## src/rtl/note_event_pkg.sv

```systemverilog
`default_nettype none
// ============================================================================
// Package     : note_event_pkg
// Description : Shared types for the note event packer. Holds the event kind
//               and duration encodings, the packed event word layout
//               {kind[1:0], dur[1:0], tone[5:0]} and the duration-to-eighths
//               unit lookup.
// Revision    : 1.0 - initial release
// ============================================================================
package note_event_pkg;

  typedef enum logic [1:0] {
    KIND_NOTE = 2'b00,
    KIND_REST = 2'b01,
    KIND_BAR  = 2'b10,
    KIND_RSVD = 2'b11
  } event_kind_e;

  typedef enum logic [1:0] {
    DUR_EIGHTH  = 2'd0,
    DUR_QUARTER = 2'd1,
    DUR_HALF    = 2'd2,
    DUR_WHOLE   = 2'd3
  } dur_code_e;

  typedef struct packed {
    event_kind_e kind;
    dur_code_e   dur;
    logic [5:0]  tone;
  } event_t;

  localparam int EVENT_W = $bits(event_t);

  // Length of a duration code expressed in eighth-note units.
  function automatic logic [3:0] dur_units(input dur_code_e dur);
    logic [3:0] units;
    case (dur)
      DUR_EIGHTH:  units = 4'd1;
      DUR_QUARTER: units = 4'd2;
      DUR_HALF:    units = 4'd4;
      DUR_WHOLE:   units = 4'd8;
      default:     units = 4'd0;
    endcase
    return units;
  endfunction

  function automatic event_t make_event(input event_kind_e kind,
                                        input dur_code_e   dur,
                                        input logic [5:0]  tone);
    event_t ev;
    ev.kind = kind;
    ev.dur  = dur;
    ev.tone = tone;
    return ev;
  endfunction

endpackage
`default_nettype wire

```

## src/rtl/note_event_fifo.sv

```systemverilog
`default_nettype none
// ============================================================================
// Module      : note_event_fifo
// Description : Synchronous first-word-fall-through FIFO. The head word is
//               presented combinationally from storage, so a word written
//               into an empty FIFO is visible right after the write edge.
//               A push while full is taken only when a pop frees a slot in
//               the same cycle; otherwise it is reported as dropped.
// Ports       : clk_in          - clock, rising edge
//               rst_n_in        - asynchronous active-low reset
//               push_in         - write request
//               push_data_in    - word to write
//               pop_ready_in    - consumer accepts the head word
//               head_data_out   - head word, zero when empty
//               head_valid_out  - FIFO non-empty
//               level_out       - occupancy, 0..DEPTH
//               push_drop_out   - this cycle's push was discarded (full)
// Revision    : 1.0 - initial release
// ============================================================================
module note_event_fifo
  import note_event_pkg::*;
#(
  parameter int DEPTH = 32,
  parameter int WIDTH = EVENT_W
) (
  input  logic                       clk_in,
  input  logic                       rst_n_in,
  input  logic                       push_in,
  input  logic [WIDTH-1:0]           push_data_in,
  input  logic                       pop_ready_in,
  output logic [WIDTH-1:0]           head_data_out,
  output logic                       head_valid_out,
  output logic [$clog2(DEPTH):0]     level_out,
  output logic                       push_drop_out
);

  localparam int AW = $clog2(DEPTH);
  localparam logic [AW:0] FULL_LEVEL = (AW+1)'(DEPTH);

  logic [WIDTH-1:0] mem_q [DEPTH];
  logic [AW-1:0]    wr_ptr_q, wr_ptr_d;
  logic [AW-1:0]    rd_ptr_q, rd_ptr_d;
  logic [AW:0]      level_q, level_d;

  logic empty, full, pop, wr_en;

  always_comb begin
    empty = (level_q == '0);
    full  = (level_q == FULL_LEVEL);
    pop   = !empty && pop_ready_in;
    // A full FIFO can still take a word when the head leaves this cycle.
    wr_en = push_in && (!full || pop);

    wr_ptr_d = wr_en ? wr_ptr_q + AW'(1) : wr_ptr_q;
    rd_ptr_d = pop   ? rd_ptr_q + AW'(1) : rd_ptr_q;

    level_d = level_q;
    case ({wr_en, pop})
      2'b10:   level_d = level_q + (AW+1)'(1);
      2'b01:   level_d = level_q - (AW+1)'(1);
      default: level_d = level_q;
    endcase
  end

  always_ff @(posedge clk_in or negedge rst_n_in) begin
    if (!rst_n_in) begin
      wr_ptr_q <= '0;
      rd_ptr_q <= '0;
      level_q  <= '0;
    end else begin
      wr_ptr_q <= wr_ptr_d;
      rd_ptr_q <= rd_ptr_d;
      level_q  <= level_d;
    end
  end

  // Storage needs no reset: the head is masked while the FIFO is empty.
  always_ff @(posedge clk_in) begin
    if (wr_en) begin
      mem_q[wr_ptr_q] <= push_data_in;
    end
  end

  assign head_data_out  = empty ? '0 : mem_q[rd_ptr_q];
  assign head_valid_out = !empty;
  assign level_out      = level_q;
  assign push_drop_out  = push_in && full && !pop;

endmodule
`default_nettype wire

```

## src/rtl/note_event_packer.sv

```systemverilog
`default_nettype none
// ============================================================================
// Module      : note_event_packer
// Description : Converts note/rest duration flags into packed event words,
//               tracks position within the measure and inserts a bar event
//               each time a measure completes. Events are queued in an FWFT
//               FIFO for a downstream consumer.
// Ports       : clk_in, rst_n_in        - clock / async active-low reset
//               new_note_ready          - a note finished this cycle
//               new_note_tone[5:0]      - note index
//               eighth/quarter/half/whole_note - note duration flags
//               eighth/quarter/half/whole_rest - rest duration pulses
//               event_data_out[9:0]     - head word {kind, dur, tone}
//               event_valid_out         - head word valid
//               event_ready_in          - consumer accepts head word
//               fill_level_out          - FIFO occupancy
//               overflow_out            - sticky: FIFO-full drop seen
//               malformed_out           - sticky: bad flag combination seen
//               drop_count_out[7:0]     - saturating drop/malformed count
// Revision    : 1.0 - initial release
// ============================================================================
module note_event_packer
  import note_event_pkg::*;
#(
  parameter int DEPTH           = 32,
  parameter int EIGHTHS_PER_BAR = 8
) (
  input  logic                   clk_in,
  input  logic                   rst_n_in,
  input  logic                   new_note_ready,
  input  logic [5:0]             new_note_tone,
  input  logic                   eighth_note,
  input  logic                   quarter_note,
  input  logic                   half_note,
  input  logic                   whole_note,
  input  logic                   eighth_rest,
  input  logic                   quarter_rest,
  input  logic                   half_rest,
  input  logic                   whole_rest,
  output logic [EVENT_W-1:0]     event_data_out,
  output logic                   event_valid_out,
  input  logic                   event_ready_in,
  output logic [$clog2(DEPTH):0] fill_level_out,
  output logic                   overflow_out,
  output logic                   malformed_out,
  output logic [7:0]             drop_count_out
);

  localparam logic [0:0] ST_IDLE     = 1'b0;
  localparam logic [0:0] ST_BAR_PEND = 1'b1;
  localparam logic [4:0] BAR_UNITS   = 5'(EIGHTHS_PER_BAR);

  // --------------------------------------------------------------------------
  // Input classification
  // --------------------------------------------------------------------------
  logic [2:0] note_cnt, rest_cnt;
  logic       in_malformed, in_valid;
  dur_code_e  note_dur, rest_dur;
  event_t     in_event;

  always_comb begin
    note_cnt = {2'b00, eighth_note} + {2'b00, quarter_note}
             + {2'b00, half_note}   + {2'b00, whole_note};
    rest_cnt = {2'b00, eighth_rest} + {2'b00, quarter_rest}
             + {2'b00, half_rest}   + {2'b00, whole_rest};

    // Note flags are only meaningful when new_note_ready qualifies them.
    in_malformed = (new_note_ready && (note_cnt != 3'd1))
                || (rest_cnt > 3'd1)
                || (new_note_ready && (rest_cnt != 3'd0));
    in_valid = !in_malformed && (new_note_ready || (rest_cnt == 3'd1));

    if (whole_note)        note_dur = DUR_WHOLE;
    else if (half_note)    note_dur = DUR_HALF;
    else if (quarter_note) note_dur = DUR_QUARTER;
    else                   note_dur = DUR_EIGHTH;

    if (whole_rest)        rest_dur = DUR_WHOLE;
    else if (half_rest)    rest_dur = DUR_HALF;
    else if (quarter_rest) rest_dur = DUR_QUARTER;
    else                   rest_dur = DUR_EIGHTH;

    in_event = new_note_ready ? make_event(KIND_NOTE, note_dur, new_note_tone)
                              : make_event(KIND_REST, rest_dur, 6'd0);
  end

  // --------------------------------------------------------------------------
  // Capture slot plus one-entry hold register. The capture slot is written to
  // the FIFO by IDLE; while BAR_PEND owns the write port, a second arrival
  // parks in the hold register and a third is dropped.
  // --------------------------------------------------------------------------
  logic [0:0] state_q, state_d;
  logic       cap_valid_q, cap_valid_d;
  event_t     cap_event_q, cap_event_d;
  logic       hold_valid_q, hold_valid_d;
  event_t     hold_event_q, hold_event_d;
  logic       consume, hold_drop;

  always_comb begin
    consume      = (state_q == ST_IDLE) && cap_valid_q;
    cap_valid_d  = cap_valid_q;
    cap_event_d  = cap_event_q;
    hold_valid_d = hold_valid_q;
    hold_event_d = hold_event_q;
    hold_drop    = 1'b0;

    if (consume) begin
      cap_valid_d  = hold_valid_q;
      cap_event_d  = hold_event_q;
      hold_valid_d = 1'b0;
    end

    if (in_valid) begin
      if (!cap_valid_d) begin
        cap_valid_d = 1'b1;
        cap_event_d = in_event;
      end else if (!hold_valid_d) begin
        hold_valid_d = 1'b1;
        hold_event_d = in_event;
      end else begin
        hold_drop = 1'b1;
      end
    end
  end

  // --------------------------------------------------------------------------
  // Measure accounting, applied when the captured event is written. The bar
  // is committed here, so a bar later lost to a full FIFO still advances the
  // measure number.
  // --------------------------------------------------------------------------
  logic [3:0] acc_q, acc_d;
  logic [5:0] meas_q, meas_d;
  logic [4:0] acc_sum;
  logic       bar_due;

  always_comb begin
    acc_sum = {1'b0, acc_q} + {1'b0, dur_units(cap_event_q.dur)};
    bar_due = (acc_sum >= BAR_UNITS);
    acc_d   = acc_q;
    meas_d  = meas_q;
    if (consume) begin
      if (bar_due) begin
        acc_d  = 4'(acc_sum - BAR_UNITS);
        meas_d = meas_q + 6'd1;
      end else begin
        acc_d  = acc_sum[3:0];
      end
    end
  end

  // --------------------------------------------------------------------------
  // Control FSM: state register / next state / outputs
  // --------------------------------------------------------------------------
  always_ff @(posedge clk_in or negedge rst_n_in) begin
    if (!rst_n_in) begin
      state_q <= ST_IDLE;
    end else begin
      state_q <= state_d;
    end
  end

  always_comb begin
    state_d = state_q;
    case (state_q)
      ST_IDLE:     if (consume && bar_due) state_d = ST_BAR_PEND;
      ST_BAR_PEND: state_d = ST_IDLE;
      default:     state_d = ST_IDLE;
    endcase
  end

  logic   push;
  event_t push_event;

  always_comb begin
    push       = 1'b0;
    push_event = cap_event_q;
    case (state_q)
      ST_IDLE: begin
        push       = cap_valid_q;
        push_event = cap_event_q;
      end
      ST_BAR_PEND: begin
        // meas_q already holds the number of the measure just completed.
        push       = 1'b1;
        push_event = make_event(KIND_BAR, DUR_EIGHTH, meas_q);
      end
      default: begin
        push       = 1'b0;
        push_event = cap_event_q;
      end
    endcase
  end

  // --------------------------------------------------------------------------
  // Event storage
  // --------------------------------------------------------------------------
  logic fifo_drop;

  note_event_fifo #(
    .DEPTH (DEPTH),
    .WIDTH (EVENT_W)
  ) u_fifo (
    .clk_in         (clk_in),
    .rst_n_in       (rst_n_in),
    .push_in        (push),
    .push_data_in   (push_event),
    .pop_ready_in   (event_ready_in),
    .head_data_out  (event_data_out),
    .head_valid_out (event_valid_out),
    .level_out      (fill_level_out),
    .push_drop_out  (fifo_drop)
  );

  // --------------------------------------------------------------------------
  // Error flags and saturating drop counter. A malformed input and a FIFO
  // drop can land in the same cycle, so the increment is up to two.
  // --------------------------------------------------------------------------
  logic       overflow_q, overflow_d;
  logic       malformed_q, malformed_d;
  logic [7:0] drop_count_q, drop_count_d;
  logic [1:0] drop_incr;
  logic [8:0] drop_sum;

  always_comb begin
    overflow_d   = overflow_q | fifo_drop;
    malformed_d  = malformed_q | in_malformed;
    drop_incr    = {1'b0, in_malformed} + {1'b0, hold_drop} + {1'b0, fifo_drop};
    drop_sum     = {1'b0, drop_count_q} + {7'd0, drop_incr};
    drop_count_d = drop_sum[8] ? 8'hFF : drop_sum[7:0];
  end

  always_ff @(posedge clk_in or negedge rst_n_in) begin
    if (!rst_n_in) begin
      cap_valid_q  <= 1'b0;
      cap_event_q  <= '0;
      hold_valid_q <= 1'b0;
      hold_event_q <= '0;
      acc_q        <= '0;
      meas_q       <= '0;
      overflow_q   <= 1'b0;
      malformed_q  <= 1'b0;
      drop_count_q <= '0;
    end else begin
      cap_valid_q  <= cap_valid_d;
      cap_event_q  <= cap_event_d;
      hold_valid_q <= hold_valid_d;
      hold_event_q <= hold_event_d;
      acc_q        <= acc_d;
      meas_q       <= meas_d;
      overflow_q   <= overflow_d;
      malformed_q  <= malformed_d;
      drop_count_q <= drop_count_d;
    end
  end

  assign overflow_out   = overflow_q;
  assign malformed_out  = malformed_q;
  assign drop_count_out = drop_count_q;

endmodule
`default_nettype wire

```

## config.mk

```make
export PLATFORM = sky130hd
export DESIGN_NAME = note_event_packer
export DESIGN_NICKNAME = d
export VERILOG_FILES = /design/src/rtl/note_event_pkg.sv /design/src/rtl/note_event_fifo.sv /design/src/rtl/note_event_packer.sv
export SDC_FILE = /design/constraint.sdc
export NUM_CORES = 1
export LEC_CHECK = 0
export CAP_MARGIN = 10
export CORE_ASPECT_RATIO = 2
export CORE_MARGIN = 1
export CORE_UTILIZATION = 56
export DETAILED_ROUTE_END_ITERATION = 16
export GPL_TIMING_DRIVEN = 0
export HOLD_SLACK_MARGIN = 0.08
export PLACE_DENSITY = 0.78
export SLEW_MARGIN = 20
export SYNTH_ARGS = -nofsm -noshare
export SYNTH_HDL_FRONTEND = slang
export SYNTH_SLANG_ARGS = --single-unit
export TNS_END_PERCENT = 30
```

## constraint.sdc

```tcl
create_clock -name clk_in -period 3.8 [get_ports clk_in]
set_clock_uncertainty 0.1 [all_clocks]
set_input_delay 0.57 -clock clk_in [delete_from_list [all_inputs] [get_ports clk_in]]
set_output_delay 0.57 -clock clk_in [all_outputs]
set_load 0.02 [all_outputs]
```

==> metrics.md <==
| Metric | Value |
|---|---|
| Status | `completed` |
| Register area share after synthesis | `0.712` |
| Worst slew margin | `0.301` |
| IO Pins | `45` |
| Cell Area, Synth | `15500 sq um` |
| Worst r2r src | `u_fifo.level_out[0]` |
| Measured slew at the worst slew-check pin | `1040 ps` |
| All-Layer GR Usage | `0.235` |
| Share of layout cells above drive strength 1 | `0.184` |
| Post-synth EDFFs | `320` |
| Share of the synthesized area in the top cell type | `0.619` |
| Crit path max fanout | `10` |
| Worst Hold Class | `in2async` |
| Root buf cell | `clkbuf_16` |
| Core area | `roughly 27000 sq um` |
| Final Setup Violations | `0` |
| Critical path launch point type | `register` |
| Initial core utilization | `0.573` |
| PwrDens | `roughly 760 nW/um^2` |
| Die Span X | `120 microns` |
| Clk slew on worst S/H paths | `around 70 ps` |
| Synth area leader | `edfxtp_1` |
| Post-DRT Antenna Nets | `0` |
| Via-to-Cell Ratio | `roughly 6.0` |
| CP arrival | `between 3000 and 4000 ps` |
| Grt ovf | `0` |
| TritonCTS clock tree | `built` |
| Final period util | `0.998` |
| Most common cell in the netlist | `edfxtp_1` |
| RD Place Congestion | `approximately 0.92` |
| Initial antenna violation count | `0` |
| Fmax achieved | `0.264 GHz` |
| CP endpoint | `event_data_out[3]` |
| Setup crit end kind | `primary output` |
| Placed insts | `approximately 1300` |
| Initial DRC Count | `643` |
| Slew Limit Fails | `0` |
| TritonCTS Buffers | `30` |
| Crit-path cells | `clkbuf_4 > mux4_2 > a22oi_1 > nand2_1 > and3_1 > clkdlybuf4s50_1` |
| Antenna diodes | `0` |
| Area grow syn2layout | `14.8%` |
| Clk sink count | `~380` |
| #FFs+latches synth | `around 380` |
| Critical path required time | `around 3100 ps` |
| Reg2Reg Capture Point | `drop_count_out[4]` |
| Drt wl/cell | `23.2 microns` |
| NumNets Final | `about 1000` |
| Final hold violation count | `0` |
| H-tree depth | `1` |
| Commonest cells post-synth | `edfxtp_1, mux4_2, dfrtp_1` |
| Worst VDD drop | `0.000580 V` |
| Cell variety after synth | `54` |
| Area contributors post-synth | `edfxtp_1, dfrtp_1, mux4_2, mux2i_1, ha_1` |
| DRC viols | `0` |
| Mapped Cells | `between 900 and 1000` |
| Synth Flop Type | `edfxtp_1` |
| Mapped Nets | `961` |
| First-pass GRT wire length | `approximately 49000 microns` |
| Largest stage delay, worst path | `560 ps` |
| Setup crit start | `u_fifo.rd_ptr_q[0]` |
| Die Ht | `238 microns` |
| Row cnt | `85` |
| Slowest-stage cell, CP | `mux4_2` |
| Dpl hpwl | `about 21000 microns` |
| Die area | `28500 sq um` |
| Worst R2R Path Depth | `9` |
| RSZ-0062 raised after global routing | `true` |
| Mapped Avg Cell Area | `~17 sq um` |
| Port Buffers | `43` |
| Skew-Pair Late Insertion Delay | `between 500 and 600 ps` |
| CP Class | `reg2out` |
| Vias in the first global route | `approximately 8700` |
| Total wire length | `31800 microns` |
| Final min period | `3790 ps` |
| Deepest clock path buffer count | `3` |
| Pin count of the biggest net entering global routing | `50` |
| Initial DRT Pass Iterations | `5` |
| Synth Warn # | `0` |
| Cell leakage power | `about 6.3 nW` |
| Detailed-route via count | `8244` |
| Total of max-cap violations | `0` |
| Asr flop ratio synth | `0.153` |
| Worst reg2reg setup slack | `roughly 440 ps` |
| Finished Layout Cells | `roughly 1400` |
| Final hold slack | `~290 ps` |
## registers in the layout (all words and copies together), names as in the netlist, 4 cells and up
| signal | count |
|---|---|
| u_fifo.rd_ptr_q | 5 |
| u_fifo.mem_q | 320 |
| u_fifo.wr_ptr_q | 5 |
| drop_count_out | 8 |
| acc_q | 4 |
| hold_event_q | 9 |
| meas_q | 6 |
| u_fifo.level_out | 6 |
| cap_event_q | 10 |
## layout by cell type, fill, tap and decap left out, drive strengths merged, types with 12 or more instances in the layout
master	n
edfxtp	320
mux4	61
clkdlybuf4s50	36
nand2	49
a21oi	24
nor2	56
and3	13
clkbuf	68
dfrtp	58
mux2	12
ha	21
nand3	21
xnor2	14
buf	23
o21ai	24
a22oi	20
inv	33
mux2i	42
## area by class of cell
class,instances,area (sq um)
multi-input cells,462,4320
clock buffers,40,860
inverters,32,120
flip-flops and latches,378,11100
plain buffers,43,278
well taps,348,435
repair buffers,51,533
fillers,1798,9290
clock inverters,16,225
## cell families (layout without fill, tap and decap cells)
logic type | count (synthesis) | in the layout | synth area share
buffers and inverters | 76 | 182 | 0.0192
AO/OA/AOI/OAI | 119 | 119 | 0.0515
adder cells (fa/ha/maj) | 27 | 27 | 0.0246
XOR/XNOR | 20 | 20 | 0.0113
AND/OR/NAND/NOR | 181 | 181 | 0.0566
multiplexers | 115 | 115 | 0.125
flip-flops | 378 | 378 | 0.712
## critical path, delay by kind of cell (launching register included)
kind / cells / cell delay [ps]
multiplexers: 1 / 560
AO/OA/AOI/OAI: 1 / 270
AND/OR/NAND/NOR: 2 / 440
buffers and inverters: 2 / 890
flip-flops: 1 / 410
## power by group
part           leakage, nW  switching (mW)  total, mW  internal [mW]
Clock                0.520            1.43       3.37           1.94
Combinational         2.18            2.73       4.70           1.98
Sequential            3.60           0.229       5.46           5.23
## repair_timing
| item | in CTS | in global routing |
|---|---|---|
| cloned | 0 | 0 |
| pin swaps | 3 | 4 |
| gates resized for setup | 42 | 30 |
| buffers inserted | 3 | 2 |
| endpoints found under the setup margin | 18 | 18 |
| endpoints found under the hold margin | 58 | 0 |
| hold buffers | 1 | 0 |
## through the flow
stage          worst slack, ps  setup TNS (ps)   util  power, mW  instance area (sq um)
5_1_grt                  -57.7            -159  0.657       14.1                  17800
4_1_cts                   7.00               0  0.654       13.5                  17700
3_5_place_dp              -746           -8750  0.607       10.0                  16500
2_1_floorplan             44.1               0      -       8.42                  15500
6_report                  9.00               0  0.657       13.5                  17800
3_3_place_gp              -725           -8550  0.605       9.83                  16400
## layer usage
metal	global-route usage	vias to the layer above	part of all wire
met4	0.132	0	0.055
met5	0	-	0
met2	0.432	278	0.55
li1	-	3726	-
met1	0.259	4171	0.35
met3	0.0262	69	0.042
## how the worst min path moves through the flow
| stage | cells after the start | startpoint | slack (ps) | endpoint |
|---|---|---|---|---|
| after global routing | 2 | rst_n_in | 290 | drop_count_out[5] |
| final | 2 | rst_n_in | 290 | drop_count_out[5] |
| after global placement | 1 | meas_q[5] | 350 | meas_q[5] |
| after floorplan | 0 | rst_n_in | 170 | acc_q[0] |
| after detailed placement | 1 | rst_n_in | 320 | u_fifo.level_out[4] |
| after CTS | 2 | rst_n_in | 270 | drop_count_out[5] |
Note: power is estimated with default switching activity, not from simulation.
